<file path="config.mk">
export PLATFORM = sky130hd
export DESIGN_NAME = led_sweep_ctrl
export DESIGN_NICKNAME = d
export VERILOG_FILES = /design/src/rtl/led_sweep_ctrl.sv
export SDC_FILE = /design/constraint.sdc
export NUM_CORES = 1
export LEC_CHECK = 0
export BUFFER_PORTS_ARGS = -buffer_cell sky130_fd_sc_hd__clkbuf_2
export CORE_MARGIN = 10
export CORE_UTILIZATION = 55
export DETAILED_ROUTE_END_ITERATION = 16
export GPL_TIMING_DRIVEN = 1
export PLACE_DENSITY = 0.84
export SLEW_MARGIN = 10
export SYNTH_ARGS = -nofsm -noshare
export SYNTH_HDL_FRONTEND = slang
export SYNTH_SLANG_ARGS = --single-unit
</file>
<file path="constraint.sdc">
create_clock -name clk -period 2.7 [get_ports clk]
set_input_delay 0.27 -clock clk [delete_from_list [all_inputs] [get_ports clk]]
set_output_delay 0.27 -clock clk [all_outputs]
set_load 0.02 [all_outputs]
</file>
<file path="src/rtl/led_sweep_ctrl.sv">
// Sweep sequencer for the 10-LED one-hot decoder: steps a position 0..9 at a
// programmable rate in bounce, wrap-up, wrap-down or hold patterns.
module led_sweep_ctrl #(
    parameter int TICK_DIV = 50_000_000
) (
    input  logic       clk,
    input  logic       rst,
    input  logic       start,
    input  logic       stop,
    input  logic       clear,
    input  logic [1:0] mode,
    input  logic [1:0] speed,
    output logic [3:0] pos,
    output logic       dir,
    output logic       running,
    output logic       endpt
);

    localparam int PW = (TICK_DIV > 1) ? $clog2(TICK_DIV) : 1;
    localparam logic [PW-1:0] PRESC_MAX = PW'(TICK_DIV - 1);

    localparam logic [1:0] MODE_BOUNCE = 2'd0;
    localparam logic [1:0] MODE_UP     = 2'd1;
    localparam logic [1:0] MODE_DOWN   = 2'd2;
    localparam logic [1:0] MODE_HOLD   = 2'd3;

    localparam logic [3:0] POS_MAX = 4'd9;

    typedef enum logic [1:0] {
        S_IDLE  = 2'd0,
        S_RUN   = 2'd1,
        S_PAUSE = 2'd2
    } state_t;

    state_t        state_q, state_d;
    logic [PW-1:0] presc_q, presc_d;
    logic [1:0]    mult_q, mult_d;
    logic [3:0]    pos_q, pos_d;
    logic          dir_q, dir_d;
    logic          endpt_q, endpt_d;

    // Returns {dir, pos} after one step; out-of-range positions fold back
    // into 0..9 so a corrupted register can never escape the legal range.
    function automatic logic [4:0] step_next(input logic [1:0] m,
                                             input logic [3:0] p,
                                             input logic       d);
        logic [4:0] r;
        r = {d, p};
        case (m)
            MODE_BOUNCE: begin
                if (d) begin
                    r = (p >= POS_MAX) ? {1'b0, 4'd8} : {1'b1, p + 4'd1};
                end else begin
                    if (p == 4'd0)
                        r = {1'b1, 4'd1};
                    else if (p > POS_MAX)
                        r = {1'b0, 4'd8};
                    else
                        r = {1'b0, p - 4'd1};
                end
            end
            MODE_UP: begin
                r = (p >= POS_MAX) ? {1'b1, 4'd0} : {1'b1, p + 4'd1};
            end
            MODE_DOWN: begin
                r = (p == 4'd0 || p > POS_MAX) ? {1'b0, POS_MAX} : {1'b0, p - 4'd1};
            end
            default: r = {d, p};
        endcase
        return r;
    endfunction

    function automatic logic is_endpoint(input logic [3:0] p);
        return (p == 4'd0) || (p == POS_MAX);
    endfunction

    logic       presc_wrap;
    logic [4:0] stepped;

    always_comb begin
        state_d    = state_q;
        presc_d    = presc_q;
        mult_d     = mult_q;
        pos_d      = pos_q;
        dir_d      = dir_q;
        endpt_d    = 1'b0;
        presc_wrap = (presc_q == PRESC_MAX);
        stepped    = step_next(mode, pos_q, dir_q);

        if (clear) begin
            state_d = S_IDLE;
            presc_d = '0;
            mult_d  = '0;
            pos_d   = 4'd0;
            dir_d   = 1'b1;
        end else begin
            case (state_q)
                S_IDLE: begin
                    if (start && !stop) begin
                        state_d = S_RUN;
                        presc_d = '0;
                        mult_d  = '0;
                        if (mode == MODE_DOWN) begin
                            pos_d = POS_MAX;
                            dir_d = 1'b0;
                        end else begin
                            pos_d = 4'd0;
                            dir_d = 1'b1;
                        end
                    end
                end
                S_RUN: begin
                    if (stop) begin
                        state_d = S_PAUSE;
                        presc_d = '0;
                        mult_d  = '0;
                    end else if (presc_wrap) begin
                        presc_d = '0;
                        if (mult_q == speed) begin
                            mult_d  = '0;
                            dir_d   = stepped[4];
                            pos_d   = stepped[3:0];
                            endpt_d = (mode != MODE_HOLD) && is_endpoint(stepped[3:0]);
                        end else if (mult_q > speed) begin
                            // speed was lowered mid-period: restart the period, no step
                            mult_d = '0;
                        end else begin
                            mult_d = mult_q + 2'd1;
                        end
                    end else begin
                        presc_d = presc_q + PW'(1);
                    end
                end
                S_PAUSE: begin
                    if (start && !stop) begin
                        state_d = S_RUN;
                        presc_d = '0;
                        mult_d  = '0;
                    end
                end
                default: begin
                    state_d = S_IDLE;
                    presc_d = '0;
                    mult_d  = '0;
                    pos_d   = 4'd0;
                    dir_d   = 1'b1;
                end
            endcase
        end
    end

    always_ff @(posedge clk) begin
        if (rst) begin
            state_q <= S_IDLE;
            presc_q <= '0;
            mult_q  <= '0;
            pos_q   <= 4'd0;
            dir_q   <= 1'b1;
            endpt_q <= 1'b0;
        end else begin
            state_q <= state_d;
            presc_q <= presc_d;
            mult_q  <= mult_d;
            pos_q   <= pos_d;
            dir_q   <= dir_d;
            endpt_q <= endpt_d;
        end
    end

    assign pos     = pos_q;
    assign dir     = dir_q;
    assign running = (state_q == S_RUN);
    assign endpt   = endpt_q;

endmodule
</file>
==> metrics.yaml, run 1 <==
global_route:
  grt_pass1_vias: 1681
  grt_max_degree: 21
  grt_pass1_wl_um: 7541
  grt.total_usage_pct: 13.92
  grt-ovfl-total: 0
  antenna_found_initial: 0
layout:
  syn2layout_area_growth_pct: 7.861
  fillCellCount: 335
  antennaDiodeCount: 0
  fin_nets: 276
  utilization_pct: 61.91
  finalInstanceArea_sq_um: 2283
  drive_above_1_share_pct: 15.33
  layout.cells.non_filler: 309
sta:
  setup_viol: 0
  period_share_pct: 90.70
  hold_violations: 0
  fin_ws_ps: 251.2
  fmax_mhz: 408.4
  rsz0062_at_grt: "no"
  relSlewSlack_pct: 65.74
  slew_viol_final: 0
  setup-tns-final_ps: 0
  fin_crit_ps: 2449
  hold_ws_ps: 272.2
  tightest_slew_ps: 510.4
  clock_skew_ps: 2.468
setup_path:
  slowest_delay_ps: 530
  r2r_slack_ps: 250
  cpMaxStageDelayCell: "dfxtp_1"
  r2r_end: "endpt"
  crit_path_end_kind: "flop"
  r2r-start: "pos[0]"
  crit_chain: "inv_2 -> ha_1 -> nor3b_2 -> o21ai_1 -> o2111ai_1 -> a221oi_2 -> xnor2_1 -> nor4_2"
  worstPathBufferInverterCount: 1
  arrival_ps: 2640
  worstRegToRegCells: 8
  path_class: "flop to flop"
  critical_path_peak_fanout: 10
  startpoint_type: "flop"
  critPathTopFamily: "compound AO/OA/AOI/OAI gates"
  critPathRequiredTime_ps: 2890
yosys:
  yosys-top-cells-area: "dfxtp_1 (34%), xor2_1 (8.7%), nor2_1 (7.4%)"
  ys_ff_latch: 36
  synth_xor_area_share_pct: 10.76
  yosysWarnings: 0
  synth_area_per_cell_sq_um: 8.502
  synth_simple_gate_area_share_pct: 30.20
  async_flop_share_pct: 0
  ys.flop_type: "dfxtp_1"
  synth_compound_area_share_pct: 15.78
  syn_inst: 249
  syn_area_sq_um: 2117
  yosys.area_share.adder_pct: 3.546
  yosysUniqueCellTypes: 60
  syn_nets: 264
  synth_top_family_by_area: "simple AND/OR/NAND/NOR gates"
  ys_seq_area_share_pct: 34.04
  synthMuxAreaShare_pct: 0.4728
  synth_top_area_share_pct: 34.04
  yosysTopAreaCell: "dfxtp_1"
  synth_edf_count: 0
clock_tree:
  clockBufferDepth: 2
  cts.clk_slew.worst_paths_ps: 70
  cts-root-buf: "clkbuf_8"
  ctsResizeCount: 0
  cts_max_level: 2
  holdBufCountCts: 0
  clkSinkCount: 36
  cts_tree: "yes"
  numCtsBuffers: 5
  worst_skew_pair.late_latency_ps: 280
  cts_setup_buffers: 0
die:
  die_height_um: 82.04
  core-area_sq_um: 3689
  io_pins: 16
  initial_core_util_pct: 57.39
  die_w_um: 82.04
  rows: 22
  dieArea_sq_um: 6731
power:
  p_leak_nw: 0.8466
  peakVddDrop_uv: 346.1
  power_density_nw_per_um2: 443.3
  power_mw: 1.012
hold_path:
  hold_end: "state_q[0]"
  min_path_cells: 2
  min_from: "stop"
  hold_path_class: "input pin to flop"
routing:
  final_antenna_net_count: 0
  via_per_inst: 5.812
  totalWireLength_um: 4448
  drc: 0
  wl_per_cell_um: 14.39
  drtPass1Iterations: 4
  drt_iter0_markers: 76
  num_vias: 1796
placement:
  dpl_worst_slack_ps: 328.7
  routabilityCongestion: 0.8970
  placedCellCount: 302
  dp_hpwl_um: 3301
  portBuffers: 15
  place_area_sq_um: 2187
run_status:
  status: "finished, final reports clean"
flow_run:
  maxCapViolations: 0
registers in the layout, summed over array words and instances (netlist names):
name,flops
mult_q,2
state_q,2
presc_q,26
endpt,1
dir,1
pos,4
cells by family after synthesis:
logic type | after synthesis
simple gates | 113
compound gates | 46
flops | 36
xor+xnor | 26
buf+inv | 21
fa+ha+maj | 6
mux | 1
layer usage:
layer	share of wire [%]	global-route usage, %
met1	45	17.29
met2	47	22.57
met3	5.5	3.821
met4	1.8	4.932
met5	0	0
cell usage after synthesis, drive strengths merged, types with 2 or more instances:
| cell | count |
|---|---|
| or2 | 2 |
| a221oi | 2 |
| inv | 10 |
| nor2b | 2 |
| and3 | 2 |
| a22oi | 2 |
| nand3 | 10 |
| clkbuf | 2 |
| o21ai | 6 |
| o22ai | 2 |
| xnor2 | 5 |
| ha | 6 |
| xor2 | 21 |
| nor2 | 42 |
| buf | 9 |
| a21o | 2 |
| nor3b | 2 |
| nand2 | 15 |
| nor4b | 2 |
| nand4 | 13 |
| nand2b | 3 |
| and2 | 5 |
| o31ai | 3 |
| a21oi | 8 |
| o211ai | 3 |
| and4 | 3 |
| or3 | 2 |
| a31oi | 4 |
| nor3 | 5 |
| a211oi | 2 |
| dfxtp | 36 |
| o2111ai | 4 |
| nor4 | 4 |
layout by cell type (no fill, tap or decap), types with 4 or more instances in the layout:
| cell type | instances |
|---|---|
| inv_1 | 9 |
| clkbuf_8 | 7 |
| clkbuf_2 | 15 |
| nand2_1 | 14 |
| xnor2_1 | 5 |
| a21oi_1 | 8 |
| nand3_1 | 10 |
| nor2_1 | 42 |
| nand4_1 | 13 |
| a31oi_1 | 4 |
| ha_1 | 6 |
| and2_1 | 5 |
| xor2_1 | 21 |
| dfxtp_1 | 36 |
power by group:
part	internal (mW)	leakage, nW	switching, mW
clock network	0.227	0.0503	0.173
logic	0.0272	0.506	0.0468
registers	0.533	0.290	0.00461
final cells by class:
type	count	area (sq um)	area share [%]
Inverter	10	37.54	1.644
Multi-Input combinational cell	192	1286	56.33
Timing Repair Buffer	16	82.58	3.616
Sequential cell	36	720.7	31.56
Clock buffer	7	96.34	4.219
Tap cell	48	60.06	2.630
worst max path at each step:
stage / start / end / slack, ps / depth (start not counted)
3_5_place_dp: pos[0] / endpt / 330 / 8
5_1_grt: pos[0] / endpt / 50 / 8
2_1_floorplan: pos[0] / endpt / 620 / 8
4_1_cts: pos[0] / endpt / 310 / 8
3_3_place_gp: pos[0] / endpt / 440 / 8
6_report: pos[0] / endpt / 250 / 8
No activity file was read; power rests on OpenSTA's default activity.
==> inputs of run 2 (changes only) <==
CTS_CLUSTER_SIZE = 30   (was default)
RECOVER_POWER = 100   (was default)
==> run 2 against run 1 <==
  * Clock power is essentially flat
  * Die area is the same
  * Worst setup slack worse by 31 ps
  * Hold slack got worse by 38 ps
  * Sequential cell count did not move
  * Wire length increased by 0.25%
  * Clock skew barely moved
  * Final cell count stayed put
  * Combinational power down 3%
  * Critical path depth stayed put
  * Register-to-register slack got worse by 30 ps
  * Cell area shrank 1.3%
  * Critical path type unchanged
  * Critical endpoint unchanged
==> metrics.yaml, run 2 (same netlist as run 1, synthesis figures left out) <==
run_status:
  status: "finished, final reports clean"
global_route:
  grt_pass1_vias: 1681
  grtUsageMet1_pct: 17.29
  grt-ovfl-total: 0
  grt.total_usage_pct: 13.92
  use_met2_pct: 22.57
  met3_usage_pct: 3.821
  gr-max-usage-layer: "met2"
  grt_pass1_wl_um: 7541
  grt_max_degree: 21
  antenna_found_initial: 0
setup_path:
  critical_path_peak_fanout: 10
  cpMaxStageDelayCell: "dfxtp_1"
  path_class: "flop to flop"
  worstPathBufferInverterCount: 1
  critPathRequiredTime_ps: 2880
  startpoint_type: "flop"
  crit_chain: "inv_2 -> ha_1 -> nor3b_2 -> o21ai_1 -> o2111ai_1 -> a221oi_2 -> xnor2_1 -> nor4_1"
  slowest_delay_ps: 540
  critPathTopFamily: "compound AO/OA/AOI/OAI gates"
  arrival_ps: 2660
  crit_path_end_kind: "flop"
layout:
  largest_reg_flops: 26
  final_common_cell: "nor2_1"
  syn2layout_area_growth_pct: 6.501
  fin_nets: 276
  final_cell_mix: "nor2_1 (42), dfxtp_1 (36), xor2_1 (21), nand2_1 (14), nand4_1 (13)"
  finalInstanceArea_sq_um: 2255
  antennaDiodeCount: 0
  fillCellCount: 344
  regMostFlops: "presc_q"
  drive_above_1_share_pct: 11.88
sta:
  setup-tns-final_ps: 0
  relSlewSlack_pct: 59.39
  fin_crit_ps: 2479
  tightest_slew_ps: 604.6
  rsz0062_at_grt: "no"
  fin_ws_ps: 220.6
  clock_skew_ps: 2.698
  fmax_mhz: 403.3
  hold_violations: 0
  setup_viol: 0
  slew_viol_final: 0
  period_share_pct: 91.83
  hold_ws_ps: 234.1
power:
  p_leak_nw: 0.8214
  peakVddDrop_uv: 347.0
  power_density_nw_per_um2: 448.3
  power_mw: 1.011
placement:
  place_area_sq_um: 2187
  portBuffers: 15
  dpl_worst_slack_ps: 328.7
  routabilityCongestion: 0.8970
  dp_hpwl_um: 3301
die:
  core-area_sq_um: 3689
  die_w_um: 82.04
  die_height_um: 82.04
  io_pins: 16
  initial_core_util_pct: 57.39
  dieArea_sq_um: 6731
  rows: 22
clock_tree:
  numCtsBuffers: 5
  clockBufferDepth: 2
  worst_skew_pair.late_latency_ps: 280
  clkSinkCount: 36
  cts-root-buf: "clkbuf_8"
  cts.clk_slew.worst_paths_ps: 70
  cts_max_level: 2
  cts_tree: "yes"
  ctsResizeCount: 0
  cts_setup_buffers: 0
  holdBufCountCts: 0
routing:
  num_vias: 1795
  drtPass1Iterations: 4
  drt_iter0_markers: 82
  wl_per_cell_um: 14.43
  totalWireLength_um: 4459
  final_antenna_net_count: 0
  drc: 0
  via_per_inst: 5.809
flow_run:
  maxCapViolations: 0
hold_path:
  hold_path_class: "input pin to flop"
[run 2: changes by cell type in the layout (fill, tap and decap cells not counted)]
cell / change
nor3_1: +1
nor4_1: +1
a21boi_1: -1
a21boi_0: +1
nor4_2: -1
buf_4: -1
and2_0: +1
nor3_4: -1
and2_1: -1
clkbuf_2: -6
clkbuf_1: +7
[run 2: cell type report]
class | count | area [sq um] | share of cell area (%)
flip-flops and latches | 36 | 720.7 | 31.96
multi-input cells | 192 | 1269 | 56.27
inverters | 10 | 37.54 | 1.665
clock buffers | 7 | 96.34 | 4.273
well taps | 48 | 60.06 | 2.664
repair buffers | 16 | 71.32 | 3.163
[run 2: path summary, 6_finish.rpt]
check,startpoint,to,slack (ps),depth (start not counted)
min,stop,state_q[0],230,2
max,pos[0],endpt,220,8
max reg2reg,pos[0],endpt,220,8
min reg2reg,presc_q[1],presc_q[1],490,2
[run 2: report_power, final]
part           switching (mW)  internal, mW  total (mW)
combinational          0.0462        0.0260      0.0721
clock                   0.174         0.227       0.401
sequential            0.00451         0.533       0.538
total                   0.224         0.786        1.01
[run 2: metrics by stage]
step           util, %  std cells
2_1_floorplan        -        249
3_3_place_gp     59.29        302
3_5_place_dp     59.29        302
4_1_cts          61.91        309
5_1_grt          61.13        309
6_report         61.13        309
[run 2: per-layer routing]
| layer | wire length [um] | part of all wire [%] |
|---|---|---|
| met1 | 2034 | 46 |
| met2 | 2130 | 48 |
| met3 | 215 | 4.8 |
| met4 | 78 | 1.7 |
| met5 | 0 | 0 |
[run 2: worst register-to-register path, stage by stage, from the launching register on]
cell	delay (ps)
dfxtp_1	540
inv_2	120
ha_1	290
nor3b_2	210
o21ai_1	270
o2111ai_1	230
a221oi_2	400
xnor2_1	130
nor4_1	210
==> inputs of run 3 (changes only) <==
ABC_AREA = 1   (was default)
BUFFER_PORTS_ARGS = -buffer_cell sky130_fd_sc_hd__buf_4   (was -buffer_cell sky130_fd_sc_hd__clkbuf_2)
PLACE_DENSITY = 0.83   (was 0.84)
==> run 3 against run 2 <==
  * Synthesized area rose by 17%
  * Critical path depth increased by 3
  * Power increased by 7.3%
  * Hold slack better by 31 ps
  * Maximum frequency is 27% higher
  * Register-to-register slack better by 530 ps
  * Synthesized cell count increased by 50%
  * Combinational power up 24%
  * Cell area up 18%
  * Clock power is 14% higher
  * Largest power group unchanged
==> metrics.yaml, run 3 <==
run_status:
  status: "finished, final reports clean"
sta:
  setup_viol: 0
  hold_violations: 0
  hold_ws_ps: 265.2
  fin_crit_ps: 1946
  clock_skew_ps: 7.929
  slew_viol_final: 0
  setup-tns-final_ps: 0
  relSlewSlack_pct: 73.22
  rsz0062_at_grt: "no"
  fmax_mhz: 513.9
  tightest_slew_ps: 401.1
  period_share_pct: 72.07
yosys:
  ys_ff_latch: 36
  yosys-top-cells-area: "dfxtp_1 (29%), nand2_1 (12%), nor2_1 (8.6%)"
  yosysUniqueCellTypes: 35
  yosysTopAreaCell: "dfxtp_1"
  ys_seq_area_share_pct: 29.11
  synth_top_area_share_pct: 29.11
  synthTopCellsByCount: "nand2_1 (80), nor2_1 (57), inv_1 (41), dfxtp_1 (36), nand3_1 (32)"
  ys.flop_type: "dfxtp_1"
  synth_edf_count: 0
  async_flop_share_pct: 0
  syn_inst: 374
  syn_nets: 389
  syn_area_sq_um: 2476
  synth_area_per_cell_sq_um: 6.621
  synthMostInstantiatedCell: "nand2_1"
  yosysWarnings: 0
routing:
  via_per_inst: 5.284
  drc: 0
  totalWireLength_um: 5263
  final_antenna_net_count: 0
  num_vias: 2341
  wl_per_cell_um: 11.88
  drtPass1Iterations: 5
  drt_iter0_markers: 151
power:
  peakVddDrop_uv: 380.5
  seqPwrFrac_pct: 49.6
  swShare_pct: 22.94
  comb_power_share_pct: 8.2
  p_leak_nw: 1.019
  power_mw: 1.084
  power_density_nw_per_um2: 409.1
  p_int_mw: 0.8355
  power.switching_mw: 0.2487
  clkPwrFrac_pct: 42.2
setup_path:
  crit_chain: "inv_1 -> ha_1 -> nand2_1 -> nand3_1 -> nand2_1 -> nand2_1 -> nand2_1 -> inv_1 -> nand3_1 -> nand2_1 -> a21oi_1"
  critPathRequiredTime_ps: 2910
  path_class: "flop to flop"
  cp_common_cell: "nand2_1"
  critical_path_peak_fanout: 8
  crit_path_end_kind: "flop"
  arrival_ps: 2160
  cpMaxStageDelayCell: "dfxtp_1"
  critPathTopFamily: "simple AND/OR/NAND/NOR gates"
  worstRegToRegCells: 11
  r2r-start: "pos[0]"
  startpoint_type: "flop"
  r2r_slack_ps: 750
  worstPathBufferInverterCount: 2
  r2r_end: "endpt"
  slowest_delay_ps: 480
die:
  rows: 24
  die_height_um: 87.10
  initial_core_util_pct: 56.87
  die_w_um: 87.10
  core-area_sq_um: 4354
  io_pins: 16
  dieArea_sq_um: 7586
global_route:
  grt_pass1_vias: 2168
  grt_pass1_wl_um: 9287
  grt_max_degree: 25
  grt.total_usage_pct: 14.31
  grt-ovfl-total: 0
  antenna_found_initial: 0
layout:
  antennaDiodeCount: 0
  final_common_cell: "nand2_1"
  final_cell_mix: "nand2_1 (84), nor2_1 (60), inv_1 (41), dfxtp_1 (36), nand3_1 (32)"
  fin_nets: 405
  regMostFlops: "presc_q"
  syn2layout_area_growth_pct: 7.024
  utilization_pct: 60.86
  largest_reg_flops: 26
  drive_above_1_share_pct: 11.76
hold_path:
  min_path_cells: 3
  hold_end: "dir"
  min_from: "clear"
  hold_path_class: "input pin to flop"
clock_tree:
  clkSinkCount: 36
  clockBufferDepth: 2
  ctsResizeCount: 0
  cts-root-buf: "clkbuf_8"
  worst_skew_pair.late_latency_ps: 290
  cts_tree: "yes"
  numCtsBuffers: 5
  cts.clk_slew.worst_paths_ps: 70
  cts_max_level: 2
  cts_setup_buffers: 0
  holdBufCountCts: 0
placement:
  routabilityCongestion: 0.9047
  dp_hpwl_um: 4043
  portBuffers: 15
flow_run:
  maxCapViolations: 0
[run 3: cell types whose count changed after synthesis, moves of 7 or more]
cell / before / now
nand2_1: 14 / 80
inv_1: 9 / 41
nand3_1: 10 / 32
nor2_1: 42 / 57
a21oi_1: 8 / 19
nor2_2: 0 / 10
xor2_1: 21 / 13
nand2_2: 0 / 7
[run 3: cells by family (layout without fill, tap and decap cells)]
| kind of cell | after synthesis | after routing | share of synthesized area, % |
|---|---|---|---|
| adders and majority gates | 6 | 6 | 3.032 |
| xor gates and xnor gates | 18 | 18 | 6.367 |
| AOI/OAI and AO/OA | 33 | 33 | 7.832 |
| DFF | 36 | 36 | 29.11 |
| buffers and inverters | 56 | 73 | 9.701 |
| and+or+nand+nor | 225 | 225 | 43.96 |
[run 3: final cells by class]
cell class,instances,area [sq um]
Inverter,50,188.9
Clock inverter,2,35.03
Fill cell,416,1704
Clock buffer,6,72.57
Timing Repair Buffer,15,90.09
Multi-Input combinational cell,282,1478
Tap cell,52,65.06
Sequential cell,36,720.7
[run 3: how the worst max path moves through the flow]
stage	slack, ps	depth (start not counted)	to	start
2_1_floorplan	930	10	pos[0]	pos[0]
3_3_place_gp	790	11	endpt	pos[0]
3_5_place_dp	760	11	endpt	pos[0]
4_1_cts	750	11	endpt	pos[0]
5_1_grt	520	10	pos[0]	pos[0]
6_report	750	11	endpt	pos[0]
[run 3: metrics by stage]
stage	std cells	cell area, sq um	setup slack, ps
floorplan	374	2476	925.3
global route	443	2650	517.0
detailed placement	435	2603	763.3
finish	443	2650	754.2
CTS	443	2710	745.9
global placement	435	2603	785.5
[run 3: power by group through the flow]
stage | registers, mW | clock network [mW] | logic [mW]
2_1_floorplan | 0.549 | 0 | 0.0704
4_1_cts | 0.537 | 0.472 | 0.0931
5_1_grt | 0.537 | 0.495 | 0.102
6_report | 0.537 | 0.458 | 0.0893
3_3_place_gp | 0.549 | 0 | 0.0921
3_5_place_dp | 0.549 | 0 | 0.0927
[run 3: per-layer routing]
layer | up-vias | global-route usage, % | wire length, um
met4 | 0 | 4.203 | 57
li1 | 1238 | - | -
met3 | 7 | 3.558 | 337
met2 | 60 | 22.98 | 2379
met5 | - | 0 | 0
met1 | 1036 | 18.41 | 2489
[run 3: worst register-to-register path: cells and delay by family, from the launching register on]
family,cells,cell delay [ps]
AND/OR/NAND/NOR,7,730
flip-flops,1,480
adder cells (fa/ha/maj),1,260
buffers and inverters,2,240
AO/OA/AOI/OAI,1,150
